### src/rtl/amm_regfile_bridge.sv
// Avalon-MM slave front-end for the byte-enabled CSR file: registered write strobe, timed reads.
// Define AMM_RF_BRIDGE_ERR_EN to add address range checking and the amm_response_o port.
module amm_regfile_bridge #(
  parameter int unsigned ADDR_W        = 7,
  parameter int unsigned DATA_W        = 32,
  parameter int unsigned BE_W          = (DATA_W + 7) / 8,
  parameter int unsigned RD_LAT        = 1,
  parameter int unsigned CTRL_CNT      = 32,
  parameter int unsigned STAT_CNT      = 32,
  parameter int unsigned SEL_SR_BY_MSB = 1
) (
  input  logic              clk_i,
  input  logic              rst_i,
  input  logic [ADDR_W-1:0] amm_address_i,
  input  logic              amm_read_i,
  input  logic              amm_write_i,
  input  logic [DATA_W-1:0] amm_writedata_i,
  input  logic [BE_W-1:0]   amm_byteenable_i,
  output logic              amm_waitrequest_o,
  output logic [DATA_W-1:0] amm_readdata_o,
  output logic              amm_readdatavalid_o,
  output logic              rf_wren_o,
  output logic [ADDR_W-1:0] rf_addr_o,
  output logic [DATA_W-1:0] rf_data_o,
  output logic [BE_W-1:0]   rf_be_o,
`ifdef AMM_RF_BRIDGE_ERR_EN
  output logic [1:0]        amm_response_o,
`endif
  input  logic [DATA_W-1:0] rf_data_i
);

  typedef enum logic [1:0] {StInit, StIdle, StRdWait} state_e;

  state_e            state_q, state_d;
  logic [2:0]        cnt_q, cnt_d;
  logic              err_q, err_d;
  logic              wait_q, wait_d;
  logic              wren_q, wren_d;
  logic [ADDR_W-1:0] addr_q, addr_d;
  logic [DATA_W-1:0] wdata_q, wdata_d;
  logic [BE_W-1:0]   be_q, be_d;
  logic              rvalid_q, rvalid_d;
  logic [DATA_W-1:0] rdata_q, rdata_d;
  logic              addr_ok;

`ifdef AMM_RF_BRIDGE_ERR_EN
  logic [1:0] resp_q, resp_d;

  // Same decode as the register file: MSB selects the status bank, or a flat range.
  always_comb begin
    if (SEL_SR_BY_MSB != 0) begin
      if (amm_address_i[ADDR_W-1]) addr_ok = 32'(amm_address_i[ADDR_W-2:0]) < STAT_CNT;
      else                         addr_ok = 32'(amm_address_i[ADDR_W-2:0]) < CTRL_CNT;
    end else begin
      addr_ok = 32'(amm_address_i) < (CTRL_CNT + STAT_CNT);
    end
  end
`else
  assign addr_ok = 1'b1;
`endif

  always_comb begin
    state_d  = state_q;
    cnt_d    = cnt_q;
    err_d    = err_q;
    wren_d   = 1'b0;
    addr_d   = addr_q;
    wdata_d  = wdata_q;
    be_d     = be_q;
    rvalid_d = 1'b0;
    rdata_d  = rdata_q;
`ifdef AMM_RF_BRIDGE_ERR_EN
    resp_d   = 2'b00;
`endif
    unique case (state_q)
      StInit: state_d = StIdle;
      StIdle: begin
        // Write wins when both strobes are set; the read is dropped.
        if (amm_write_i) begin
          addr_d  = amm_address_i;
          wdata_d = amm_writedata_i;
          be_d    = amm_byteenable_i;
          wren_d  = addr_ok;
        end else if (amm_read_i) begin
          addr_d  = amm_address_i;
          cnt_d   = 3'(RD_LAT);
          err_d   = !addr_ok;
          state_d = StRdWait;
        end
      end
      StRdWait: begin
        if (cnt_q == 3'd1) begin
          rvalid_d = 1'b1;
          rdata_d  = err_q ? '0 : rf_data_i;
`ifdef AMM_RF_BRIDGE_ERR_EN
          resp_d   = err_q ? 2'b10 : 2'b00;
`endif
          state_d  = StIdle;
        end else begin
          cnt_d = cnt_q - 3'd1;
        end
      end
      default: state_d = StInit;
    endcase
    wait_d = (state_d != StIdle);
  end

  always_ff @(posedge clk_i or posedge rst_i) begin
    if (rst_i) begin
      state_q  <= StInit;
      cnt_q    <= '0;
      err_q    <= 1'b0;
      wait_q   <= 1'b1;
      wren_q   <= 1'b0;
      addr_q   <= '0;
      wdata_q  <= '0;
      be_q     <= '0;
      rvalid_q <= 1'b0;
      rdata_q  <= '0;
    end else begin
      state_q  <= state_d;
      cnt_q    <= cnt_d;
      err_q    <= err_d;
      wait_q   <= wait_d;
      wren_q   <= wren_d;
      addr_q   <= addr_d;
      wdata_q  <= wdata_d;
      be_q     <= be_d;
      rvalid_q <= rvalid_d;
      rdata_q  <= rdata_d;
    end
  end

`ifdef AMM_RF_BRIDGE_ERR_EN
  always_ff @(posedge clk_i or posedge rst_i) begin
    if (rst_i) resp_q <= 2'b00;
    else       resp_q <= resp_d;
  end
  assign amm_response_o = resp_q;
`endif

  assign amm_waitrequest_o   = wait_q;
  assign amm_readdata_o      = rdata_q;
  assign amm_readdatavalid_o = rvalid_q;
  assign rf_wren_o           = wren_q;
  assign rf_addr_o           = addr_q;
  assign rf_data_o           = wdata_q;
  assign rf_be_o             = be_q;

endmodule

### config.mk
export PLATFORM = sky130hd
export DESIGN_NAME = amm_regfile_bridge
export DESIGN_NICKNAME = d
export VERILOG_FILES = /design/src/rtl/amm_regfile_bridge.sv
export SDC_FILE = /design/constraint.sdc
export NUM_CORES = 1
export LEC_CHECK = 0
export CORE_MARGIN = 3
export CORE_UTILIZATION = 37
export DETAILED_ROUTE_END_ITERATION = 16
export PLACE_DENSITY = 0.77
export SLEW_MARGIN = 10
export SYNTH_ARGS = -nofsm -noshare
export SYNTH_HDL_FRONTEND = slang
export SYNTH_SLANG_ARGS = --single-unit
### constraint.sdc
create_clock -name clk_i -period 2.6 [get_ports clk_i]
set_input_delay 0.52 -clock clk_i [delete_from_list [all_inputs] [get_ports clk_i]]
set_output_delay 0.52 -clock clk_i [all_outputs]
set_load 0.05 [all_outputs]
==> impl_metrics.tcl, run 1 <==
set metrics [dict create \
    outcome "completed" \
    grt_max_degree 84 \
    max_freq_mhz 461 \
    yosys_register_bits 83 \
    hold_ws_ns 0.507 \
    fill_cells 726 \
    hold_violations 0 \
    cts_made_buffers 9 \
    finalCriticalPeriod_ns 2.17 \
    vias 2152 \
    holdBufCountCts 0 \
    crit_type "reg2out" \
    dieArea_sq_um 10400 \
    avgViaCountPerCell 4.62 \
    io_pins 157 \
    drt-initial-drc-count 32 \
    grt.total_usage_pct 14.4 \
    grt_pass1_wl_um 11700 \
    layout-drive-gt1-share_pct 27.4 \
    port_buffers 156 \
    cts.sinks 83 \
    slew_viol_final 0 \
    drc 0 \
    tns_ns 0 \
    hp-class "reg2reg" \
    htreeDepth 3 \
    cellPowerDensity_nw_per_um2 1350 \
    setup_violations 0 \
    cts.repair.resized 0 \
    cts.path.max_buffers 2 \
    drv_cap 0 \
    dieHeight_um 102 \
    slowest_stage "clkdlybuf4s50_1" \
    mostFrequentLayoutCells "clkdlybuf4s50_1, dfrtp_1, mux2_4, mux2_2, clkbuf_8" \
    crit_chain "clkdlybuf4s50_1" \
    initial_core_util_pct 38.7 \
    fin_util_pct 59.8 \
    synth.cell_area_sq_um 3420 \
    crit_fanout 1 \
    rsz0062_at_grt "no" \
    clock-root-buffer "clkbuf_8" \
    syn_nets 274 \
    irDropWorstVdd_v 0.000606 \
    core_area_sq_um 8850 \
    antenna_found_initial 0 \
    drt_pass1_iterations 4 \
    slew_headroom_pct 56.2 \
    worst_slew_pin_slew_ns 0.658 \
    rows 34 \
    seq_area_frac_synth_pct 60.8 \
    place_congestion 0.688 \
    wire_per_inst_um 16.3 \
    skew_ns 0.0115 \
    layout_commonest_cell "clkdlybuf4s50_1" \
    grt_pass1_vias 2331 \
    cpLargestDelayFamily "buffers and inverters" \
    synth.avg_cell_area_sq_um 17.7 \
    period_share_pct 83.4 \
    crit_arrival_ns 1.65 \
    syn_inst 193 \
    ant_nets 0 \
    worst_ep_required_time_ns 2.08 \
    crit_path_max_incr_delay_ns 0.79 \
    die_w_um 102 \
    clk_latency_ns 0.34 \
    routed_wl_um 7590 \
    yosys_warnings 0 \
    postCtsSetupBuffers 0 \
    overflow 0 \
    start_kind "register" \
    antennaDiodeCount 0 \
    hpwl_um 5470 \
    cp_num_buf_inv 1 \
    endpoint_kind "output port" \
    layout.nets 434 \
    clkTransAtPathRegs_ns 0.09 \
    cts_tree "yes" \
    power.leakage_nw 2.35 \
    syn_to_final_growth_pct 54.8 \
    yosysUniqueCellTypes 25 \
]
-- logic make-up (layout without fill, tap and decap cells) --
family                     count (synthesis)  count (layout)  synth area share, %
DFF                                       83              83                 60.8
AOI/OAI and AO/OA                          7               7                 1.35
adders and majority gates                  2               2                0.731
muxes                                     76              76                 31.3
and+or+nand+nor                           11              11                 2.71
buffers and inverters                     14             179                 3.11
-- cells in the mapped netlist (all sizes together) --
| cell | number | share of area (%) |
|---|---|---|
| o31ai | 1 | 0.22 |
| nand4bb | 1 | 0.33 |
| and3 | 2 | 0.51 |
| nor2 | 1 | 0.18 |
| nor2b | 1 | 0.40 |
| nand3 | 1 | 0.15 |
| dfrtp | 82 | 60 |
| a21o | 1 | 0.22 |
| a31oi | 1 | 0.18 |
| ha | 2 | 0.73 |
| dfstp | 1 | 0.77 |
| nand3b | 1 | 0.22 |
| o21a | 1 | 0.22 |
| a21boi | 1 | 0.22 |
| mux2i | 1 | 0.29 |
| inv | 6 | 0.66 |
| nand2 | 1 | 0.33 |
| buf | 8 | 2.5 |
| a21oi | 2 | 0.29 |
| and2b | 1 | 0.22 |
| nand2b | 2 | 0.37 |
| mux2 | 75 | 31 |
-- sequential cells by signal (all words and copies together), names as in the netlist --
signal	count
state_q	2
rf_be_o	4
rf_wren_o	1
amm_waitrequest_o	1
amm_readdatavalid_o	1
cnt_q	3
amm_readdata_o	32
rf_data_o	32
rf_addr_o	7
-- routing by layer --
layer / GRT usage, % / part of all wire (%) / up-vias / routed length [um]
met5: 0 / 0 / - / 0
met4: 4.54 / 0.54 / 0 / 41
met3: 4.98 / 9.2 / 5 / 701
met2: 22.8 / 49 / 93 / 3730
met1: 18.7 / 41 / 1065 / 3120
li1: - / - / 989 / -
-- per-stage QoR --
step           power [mW]  worst slack [ns]  instances  instance area [sq um]
2_1_floorplan        4.81              1.09        193                   3420
3_3_place_gp         6.07             0.534        450                   5060
3_5_place_dp         6.12             0.518        450                   5060
4_1_cts              7.22             0.400        466                   5290
5_1_grt              7.44             0.385        466                   5290
6_report             7.13             0.432        466                   5290
-- where the power goes --
part / total (mW) / switching, mW / leakage [nW] / internal, mW
clock network: 1.06 / 0.462 / 0.116 / 0.597
registers: 2.10 / 0.289 / 0.991 / 1.81
logic: 3.98 / 2.36 / 1.25 / 1.62
total: 7.13 / 3.11 / 2.35 / 4.03
-- final cells by class --
class | instances | area, sq um | area share (%)
clock buffers | 11 | 151 | 2.86
multi-input cells | 96 | 1240 | 23.4
inverters | 6 | 26.3 | 0.496
flip-flops and latches | 83 | 2080 | 39.3
well taps | 108 | 135 | 2.55
repair buffers | 157 | 1580 | 29.9
clock inverters | 5 | 85.1 | 1.61
-- final timing paths --
path	from	to	slack [ns]	cells after the start
max in group asynchronous	rst_i	amm_waitrequest_o$_DFF_PP1_	1.58	3
worst min-delay path	rf_data_o[27]$_DFFE_PP0P_	rf_data_o[27]$_DFFE_PP0P_	0.51	1
worst max register to register	cnt_q[1]$_DFFE_PP0P_	amm_readdata_o[0]$_DFFE_PP0P_	0.77	4
min in group asynchronous	rst_i	amm_readdata_o[18]$_DFFE_PP0P_	0.67	3
worst min register to register	rf_data_o[27]$_DFFE_PP0P_	rf_data_o[27]$_DFFE_PP0P_	0.51	1
worst max-delay path	amm_waitrequest_o$_DFF_PP1_	amm_waitrequest_o	0.43	1
Power figures use the tool's default switching activity.
==> run 2, diff against run 1 <==
==> constraint.sdc (replaced) <==
create_clock -name clk_i -period 1.76 [get_ports clk_i]
set_input_delay 0.352 -clock clk_i [delete_from_list [all_inputs] [get_ports clk_i]]
set_output_delay 0.352 -clock clk_i [all_outputs]
set_load 0.05 [all_outputs]
==> impl_metrics.tcl, run 2 (same netlist as run 1, synthesis figures left out) <==
set metrics [dict create \
    hold_violations 0 \
    place_congestion 0.731 \
    fill_cells 703 \
    clock-root-buffer "clkbuf_8" \
    crit_end "amm_readdata_o[21]$_DFFE_PP0P_" \
    htreeDepth 3 \
    crit_chain "inv_1 > ha_2 > and3_4 > buf_12 > mux2_4" \
    routed_wl_um 7540 \
    cp.depth 5 \
    hp-class "in2async" \
    total_power_mw 10.2 \
    slew_viol_final 0 \
    worstReg2RegStart "cnt_q[1]$_DFFE_PP0P_" \
    worst_ep_required_time_ns 1.98 \
    drt_pass1_iterations 4 \
    ant_nets 0 \
    crit_type "reg2reg" \
    crit_fanout 19 \
    skew_ns 0.0120 \
    rr_endpoint "amm_readdata_o[21]$_DFFE_PP0P_" \
    setup_violations 0 \
    drv_cap 0 \
    reg2reg_slack_ns 0.13 \
    core_area_sq_um 8850 \
    antenna_found_initial 0 \
    start_kind "register" \
    postCtsSetupBuffers 0 \
    r2r_cells 5 \
    antennaDiodeCount 0 \
    rows 34 \
    outcome "completed" \
    slowest_stage "dfrtp_1" \
    post_layout_nonfiller_instances 474 \
    layout.nets 442 \
    seq_area_sq_um 2080 \
    max_freq_mhz 614 \
    worst_slew_pin_slew_ns 0.321 \
    layout-drive-gt1-share_pct 50.5 \
    syn_to_final_growth_pct 51.3 \
    period_share_pct 92.6 \
    vias 2169 \
    crit_arrival_ns 1.85 \
    drt-initial-drc-count 32 \
    rsz0062_at_grt "no" \
    cpLargestDelayFamily "flip-flops" \
    wire_per_inst_um 15.9 \
    tns_ns 0 \
    crit_path_max_incr_delay_ns 0.36 \
    power.leakage_nw 2.47 \
    holdBufCountCts 0 \
    avgViaCountPerCell 4.58 \
    cts_made_buffers 9 \
    crit_start "cnt_q[1]$_DFFE_PP0P_" \
    cp_num_buf_inv 2 \
    initial_core_util_pct 38.7 \
    overflow 0 \
    grt_max_degree 44 \
    clk_latency_ns 0.34 \
    multi_input_area_sq_um 1240 \
    io_pins 157 \
    drc 0 \
    placed_cells 458 \
    cts.sinks 83 \
    port_buffers 156 \
    clkTransAtPathRegs_ns 0.10 \
    mostFrequentLayoutCells "dfrtp_1, buf_4, clkdlybuf4s50_1, mux2_4, mux2_2" \
    cellPowerDensity_nw_per_um2 1970 \
    endpoint_kind "register" \
    cts.path.max_buffers 2 \
    dieArea_sq_um 10400 \
    finalCriticalPeriod_ns 1.63 \
    dieHeight_um 102 \
    grt_pass1_wl_um 12000 \
    irDropWorstVdd_v 0.00108 \
    die_w_um 102 \
    final_design_area_no_fill_sq_um 5170 \
    slew_headroom_pct 78.6 \
    hpwl_um 5630 \
    grt_pass1_vias 2390 \
    place_area_sq_um 4970 \
    grt.total_usage_pct 14.6 \
    fin_util_pct 58.5 \
    cts_tree "yes" \
]
## run 2: worst min-delay path by stage
stage                                         from                        endpoint  slack [ns]
detailed placement  amm_readdata_o[14]$_DFFE_PP0P_  amm_readdata_o[14]$_DFFE_PP0P_        0.49
floorplan                     cnt_q[2]$_DFFE_PP0P_            cnt_q[2]$_DFFE_PP0P_        0.48
global route                                 rst_i          rf_be_o[3]$_DFFE_PP0P_        0.46
finish                                       rst_i  amm_readdata_o[18]$_DFFE_PP0P_        0.44
global placement         rf_data_o[30]$_DFFE_PP0P_       rf_data_o[30]$_DFFE_PP0P_        0.49
CTS                                          rst_i       rf_data_o[18]$_DFFE_PP0P_        0.43
## run 2: where the power goes
group | leakage, nW | switching [mW] | internal, mW
logic | 1.39 | 3.48 | 2.18
registers | 0.991 | 0.459 | 2.67
clock network | 0.0962 | 0.713 | 0.666
total | 2.47 | 4.65 | 5.52
## run 2: layout make-up
type                       count  area share [%]
inverter                       6           0.508
multi-input combinational     96            23.9
clock inverter                 7            1.47
clock buffer                   9            2.39
tap                          108            2.61
sequential                    83            40.2
timing repair buffer         165            28.9
## run 2: worst min-delay path, delay by kind of cell
| kind | cells | cell delay (ns) |
|---|---|---|
| buffers and inverters | 3 | 0.80 |
## run 2: timing repair
action	in CTS	in global routing
endpoints found under the hold margin	0	0
gates resized for setup	0	1
endpoints found under the setup margin	0	10
## run 2: routing by layer
layer / GRT usage [%] / vias to the layer above / routed length, um
met4: 4.84 / 0 / 59
met5: 0 / - / 0
met1: 19.1 / 1062 / 3260
met2: 23.3 / 96 / 3670
li1: - / 1004 / -
met3: 4.44 / 7 / 554
## run 2: stage by stage
| stage | setup WS [ns] | hold slack, ns |
|---|---|---|
| after detailed placement | 0.0245 | 0.494 |
| after CTS | 0.0867 | 0.430 |
| after floorplan | 0.251 | 0.484 |
| after global placement | 0.0491 | 0.488 |
| after global routing | 0.0452 | 0.464 |
| final | 0.130 | 0.435 |
==> RTL change 1 (settings of run 1) <==
Set the parameter `DATA_W` to 36 (it was 32).
--- a/src/rtl/amm_regfile_bridge.sv
+++ b/src/rtl/amm_regfile_bridge.sv
@@ -4,3 +4,3 @@
   parameter int unsigned ADDR_W        = 7,
-  parameter int unsigned DATA_W        = 32,
+  parameter int unsigned DATA_W        = 36,
   parameter int unsigned BE_W          = (DATA_W + 7) / 8,
Interface: changed (6 resized); port bits go from 157 to 175. No check against the original RTL was run, so the function may have changed too.
==> RTL change 1 against run 1 <==
  * Sequential cell count up 9
  * Synthesized area up 12%
  * Setup slack worse by 0.014 ns
  * Design area up 10%
  * Sequential share of layout area up 0.13 points
  * Count of clock-buffer cells in the layout down 1
  * Routed wire length up 11%
  * Total power up 7.4%
  * Critical path depth unchanged
  * Largest cell class unchanged
==> RTL change 1: results (changes against run 1) <==
Post-Layout Cell Count = 529 (was 466)
Top delay family on crit path = buffers and inverters (unchanged)
Unique masters post-synth = 26 (was 25)
YS warnings = 0 (unchanged)
worst reg2reg setup slack = 0.72 ns (was 0.77 ns)
vias in the first global route = 2588 (was 2331)
Max IR drop VDD = 0.000805 V (was 0.000606 V)
Worst path slowest cell = clkdlybuf4s50_1 (unchanged)
highest routed layer = met4 (unchanged)
syn avg cell area = 18.0 um2 (was 17.7 um2)
Syn Nets = 302 (was 274)
Routed Wire Length = 8410 um (was 7590 um)
DP Area = 5670 um2 (was 5060 um2)
hold endpoint = rf_addr_o[4]$_DFFE_PP0P_ (was rf_data_o[27]$_DFFE_PP0P_)
final worst-path cycle share = 0.840 (was 0.834)
worst reg2reg path depth = 4 (unchanged)
post-cts resize count = 0 (unchanged)
Post-synth top cells = dfrtp_1, mux2_4, mux2_2 (unchanged)
Global Route Usage Sum = 0.145 (was 0.144)
routed wl met2 = 4050 um (was 3730 um)
outcome = finished clean (unchanged)
final hold viol count = 0 (unchanged)
Post-Synth XOR/XNOR Area = 0 (unchanged)
CTS Buf Count = 9 (unchanged)
first-pass GRT wire length = 13200 um (was 11700 um)
Final nets = 482 (was 434)
leakage = 2.60 nW (was 2.35 nW)
Met1 Routed Length = 3520 um (was 3120 um)
routed wl met3 = 715 um (was 701 um)
Worst Setup EP = amm_waitrequest_o (unchanged)
post-CTS setup buffer count = 0 (unchanged)
worst hold path class = reg -> reg (unchanged)
R2R Path Start = cnt_q[1]$_DFFE_PP0P_ (unchanged)
1st-iter DRT viols = 68 (was 32)
post-synthesis mux area share = 0.317 (was 0.313)
worst setup path start = amm_waitrequest_o$_DFF_PP1_ (unchanged)
post-synthesis sequential area ratio = 0.602 (was 0.608)
Min Hold Slack = 0.510 ns (was 0.507 ns)
gpl congestion = 0.714 (was 0.688)
layout cell share with drive strength beyond 1 = 0.280 (was 0.274)
Critical Path RT = 2.08 ns (about the same)
via count = 2376 (was 2152)
top cells by area, synth = dfrtp_1, mux2_4, mux2_2 (unchanged)
Post-Place Cells = 514 (was 450)
pin count of the biggest net entering global routing = 56 (was 84)
max_slew headroom = 0.565 (was 0.562)
DP Worst Slack = 0.532 ns (was 0.518 ns)
Clock Skews = 0.00983 ns (was 0.0115 ns)
Buffers on Ports = 174 (was 156)
hpwl dp = 6230 um (was 5470 um)
asr flop ratio synth = 1.00 (unchanged)
Worst R2R End = amm_readdata_o[7]$_DFFE_PP0P_ (was amm_readdata_o[0]$_DFFE_PP0P_)
H-tree depth = 3 (unchanged)
worst-skew pair later-pin latency = 0.34 ns (about the same)
Post-Synth Adder-Cell Area = 0.00654 (was 0.00732)
Compound-Gate Fraction of Synth Area = 0.0124 (was 0.0135)
worst hold start = rf_addr_o[4]$_DFFE_PP0P_ (was rf_data_o[27]$_DFFE_PP0P_)
==> RTL change 1: cell count changes after synthesis <==
cell     change
mux2_4      +10
dfrtp_1      +9
buf_12       +4
nand2_4      -1
buf_6        -3
mux2_2       -1
and2b_2      +1
nor2b_4      -1
a21o_1       -1
nand2_2      +1
and2b_1      -1
nor2b_2      +1
a21o_2       +1
==> RTL change 1: report_power, final <==
group / total [mW] / internal [mW] / switching, mW
Combinational: 4.48 / 1.83 / 2.64
Sequential: 2.33 / 2.01 / 0.324
Clock: 0.856 / 0.372 / 0.484
Total: 7.66 / 4.21 / 3.45
==> RTL change 1: routing by layer <==
layer  GRT usage  up-vias
met3      0.0510       13
met1       0.184     1162
li1            -     1097
met2       0.232      104
met4      0.0460        0
met5           0        -
==> RTL change 1: cell type report <==
cell class                      instances  area, um2
Timing Repair Buffer                  178       1810
Sequential cell                        92       2300
Fill cell                             795       4060
Multi-Input combinational cell        105       1370
Clock buffer                           10        138
Tap cell                              133        166
Clock inverter                          5       37.5
Inverter                                6       26.3
==> RTL change 2 (flow settings as in run 1) <==
Without the edit above. Encoding of `state_e`: now one-hot (3 bits for 3 states).
--- a/src/rtl/amm_regfile_bridge.sv
+++ b/src/rtl/amm_regfile_bridge.sv
@@ -31,3 +31,3 @@
 
-  typedef enum logic [1:0] {StInit, StIdle, StRdWait} state_e;
+  typedef enum logic [2:0] {StInit = 3'b001, StIdle = 3'b010, StRdWait = 3'b100} state_e;
 
Formal check against the unedited RTL: same outputs for any inputs over 10 cycles, from zero or initial values and one cycle with rst_i high; not proved beyond that.
==> RTL change 2 against run 1 <==
  * Core utilization increased by 1.5 points
  * Sequential power increased by 9%
  * Total power increased by 8.6%
  * Setup slack got worse by 0.011 ns
  * Worst hold slack got worse by 0.041 ns
  * Sequential cell count increased by 1
  * Routed wire length decreased by 2.2%
  * Critical path type unchanged
  * Critical endpoint unchanged
  * Synthesized area decreased by 5.9%
  * Via count about the same
  * Clock skew decreased by 0.0044 ns
  * Count of clock-buffer cells in the layout decreased by 1
  * Design area decreased by 3.5%
==> RTL change 2: results (changes against run 1) <==
Syn Nets = 277 (was 274)
Buffers on Ports = 156 (unchanged)
Top delay family on crit path = buffers and inverters (unchanged)
pin count of the biggest net entering global routing = 85 (was 84)
top cells by area, synth = dfrtp_1, mux2_2, mux2_1 (was dfrtp_1, mux2_4, mux2_2)
Unique masters post-synth = 22 (was 25)
outcome = finished clean (unchanged)
Worst Max-Slew Pin Slew = 0.537 ns (was 0.658 ns)
Synth Flop Type = dfrtp_1 (unchanged)
post-cts resize count = 0 (unchanged)
Post-synth top cells = dfrtp_1, mux2_2, mux2_1 (was dfrtp_1, mux2_4, mux2_2)
Max Cap Viol = 0 (unchanged)
worst hold path class = reg -> reg (unchanged)
Global Route Usage Sum = 0.155 (was 0.144)
Routed Wire Length = 7430 um (was 7590 um)
Via density = 4.59 (was 4.62)
Sw Pwr = 3.58 mW (was 3.11 mW)
hpwl dp = 5570 um (was 5470 um)
initial antenna violation count = 0 (unchanged)
YS warnings = 0 (unchanged)
worst setup path start = amm_waitrequest_o$_DFF_PP1_ (unchanged)
GR Util met1 = 0.174 (was 0.187)
worst-skew pair later-pin latency = 0.34 ns (about the same)
M2 GR Usage = 0.270 (was 0.228)
vias in the first global route = 2350 (was 2331)
Worst EP arrival = 1.66 ns
Clock Tree Buf Depth = 2 (unchanged)
layout cell share with drive strength beyond 1 = 0.261 (was 0.274)
TritonRoute pass-1 iters = 3 (was 4)
post-CTS setup buffer count = 0 (unchanged)
Worst path slowest cell = clkdlybuf4s50_1 (unchanged)
CTS Buf Count = 9 (unchanged)
worst hold start = cnt_q[2]$_DFFE_PP0P_ (was rf_data_o[27]$_DFFE_PP0P_)
R2R Path Start = cnt_q[0]$_DFFE_PP0P_ (was cnt_q[1]$_DFFE_PP0P_)
1st-iter DRT viols = 25 (was 32)
H-tree depth = 3 (unchanged)
clock slew at reported path FFs = 0.08 ns
met3 Track Usage GR = 0.0701 (was 0.0498)
# diodes = 0 (unchanged)
first-pass GRT wire length = 12000 um (was 11700 um)
Max IR drop VDD = 0.000701 V (was 0.000606 V)
worst-path maximum fanout = 1 (unchanged)
Clock Skews = 0.00709 ns (was 0.0115 ns)
gpl congestion = 0.717 (was 0.688)
Root Buffer = clkbuf_8 (unchanged)
Final nets = 441 (was 434)
leakage = 2.14 nW (was 2.35 nW)
asr flop ratio synth = 1.00 (unchanged)
post-synthesis sequential area ratio = 0.653 (was 0.608)
CP peak stage delay = 0.81 ns (was 0.79 ns)
RTL change 2: worst reg2reg max path, stage by stage, from the launching register on:
cell      delay, ns
dfrtp_1        0.41
ha_1           0.21
nand2b_1       0.12
nand2b_1       0.12
buf_4          0.39
mux2_2         0.41
RTL change 2: layer usage:
metal | up-vias | share of wire
li1 | 1005 | -
met1 | 1048 | 0.39
met2 | 96 | 0.51
met3 | 4 | 0.093
met4 | 0 | 0.0026
met5 | - | 0
RTL change 2: kinds of logic (layout without fill, tap and decap cells):
group,count (synthesis),count (layout),share of synthesized area
flip-flops,84,84,0.653
multiplexers,77,77,0.269
AND/OR/NAND/NOR,13,13,0.0315
AO/OA/AOI/OAI,8,8,0.0159
adder cells (fa/ha/maj),2,2,0.00777
buffers and inverters,12,180,0.0225
RTL change 2: layout make-up:
cell class	count	area, um2
Clock buffer	10	128
Clock inverter	5	77.6
Fill cell	664	3230
Inverter	5	22.5
Multi-Input combinational cell	100	1040
Sequential cell	84	2100
Tap cell	105	131
Timing Repair Buffer	160	1600
RTL change 2: path summary, 6_finish.rpt:
check                           cells past startpoint                        endpoint  slack (ns)
worst max register to register                      5  amm_readdata_o[19]$_DFFE_PP0P_        0.83
max in group asynchronous                           3     amm_waitrequest_o$_DFF_PP1_        1.57
worst min-delay path                                1            cnt_q[2]$_DFFE_PP0P_        0.47
worst max-delay path                                1               amm_waitrequest_o        0.42
worst min register to register                      1            cnt_q[2]$_DFFE_PP0P_        0.47
min in group asynchronous                           3       rf_data_o[22]$_DFFE_PP0P_        0.65
RTL change 2: stage by stage:
| stage | hold WS (ns) | utilization | cells | cell area (um2) | setup WS [ns] |
|---|---|---|---|---|---|
| 6_report | 0.466 | 0.613 | 469 | 5110 | 0.421 |
| 5_1_grt | 0.516 | 0.613 | 469 | 5110 | 0.359 |
| 4_1_cts | 0.467 | 0.613 | 469 | 5110 | 0.384 |
| 3_5_place_dp | 0.451 | 0.588 | 454 | 4910 | 0.546 |
| 3_3_place_gp | 0.448 | 0.588 | 454 | 4910 | 0.589 |
| 2_1_floorplan | 0.430 | - | 196 | 3220 | 0.974 |
RTL change 2: power by group through the flow:
stage          logic [mW]  registers [mW]  clock network [mW]
2_1_floorplan       0.816            4.45                   0
3_3_place_gp         4.46            2.28                   0
3_5_place_dp         4.53            2.32                   0
4_1_cts              4.54            2.30                1.01
5_1_grt              4.67            2.38                1.05
6_report             4.49            2.29               0.969
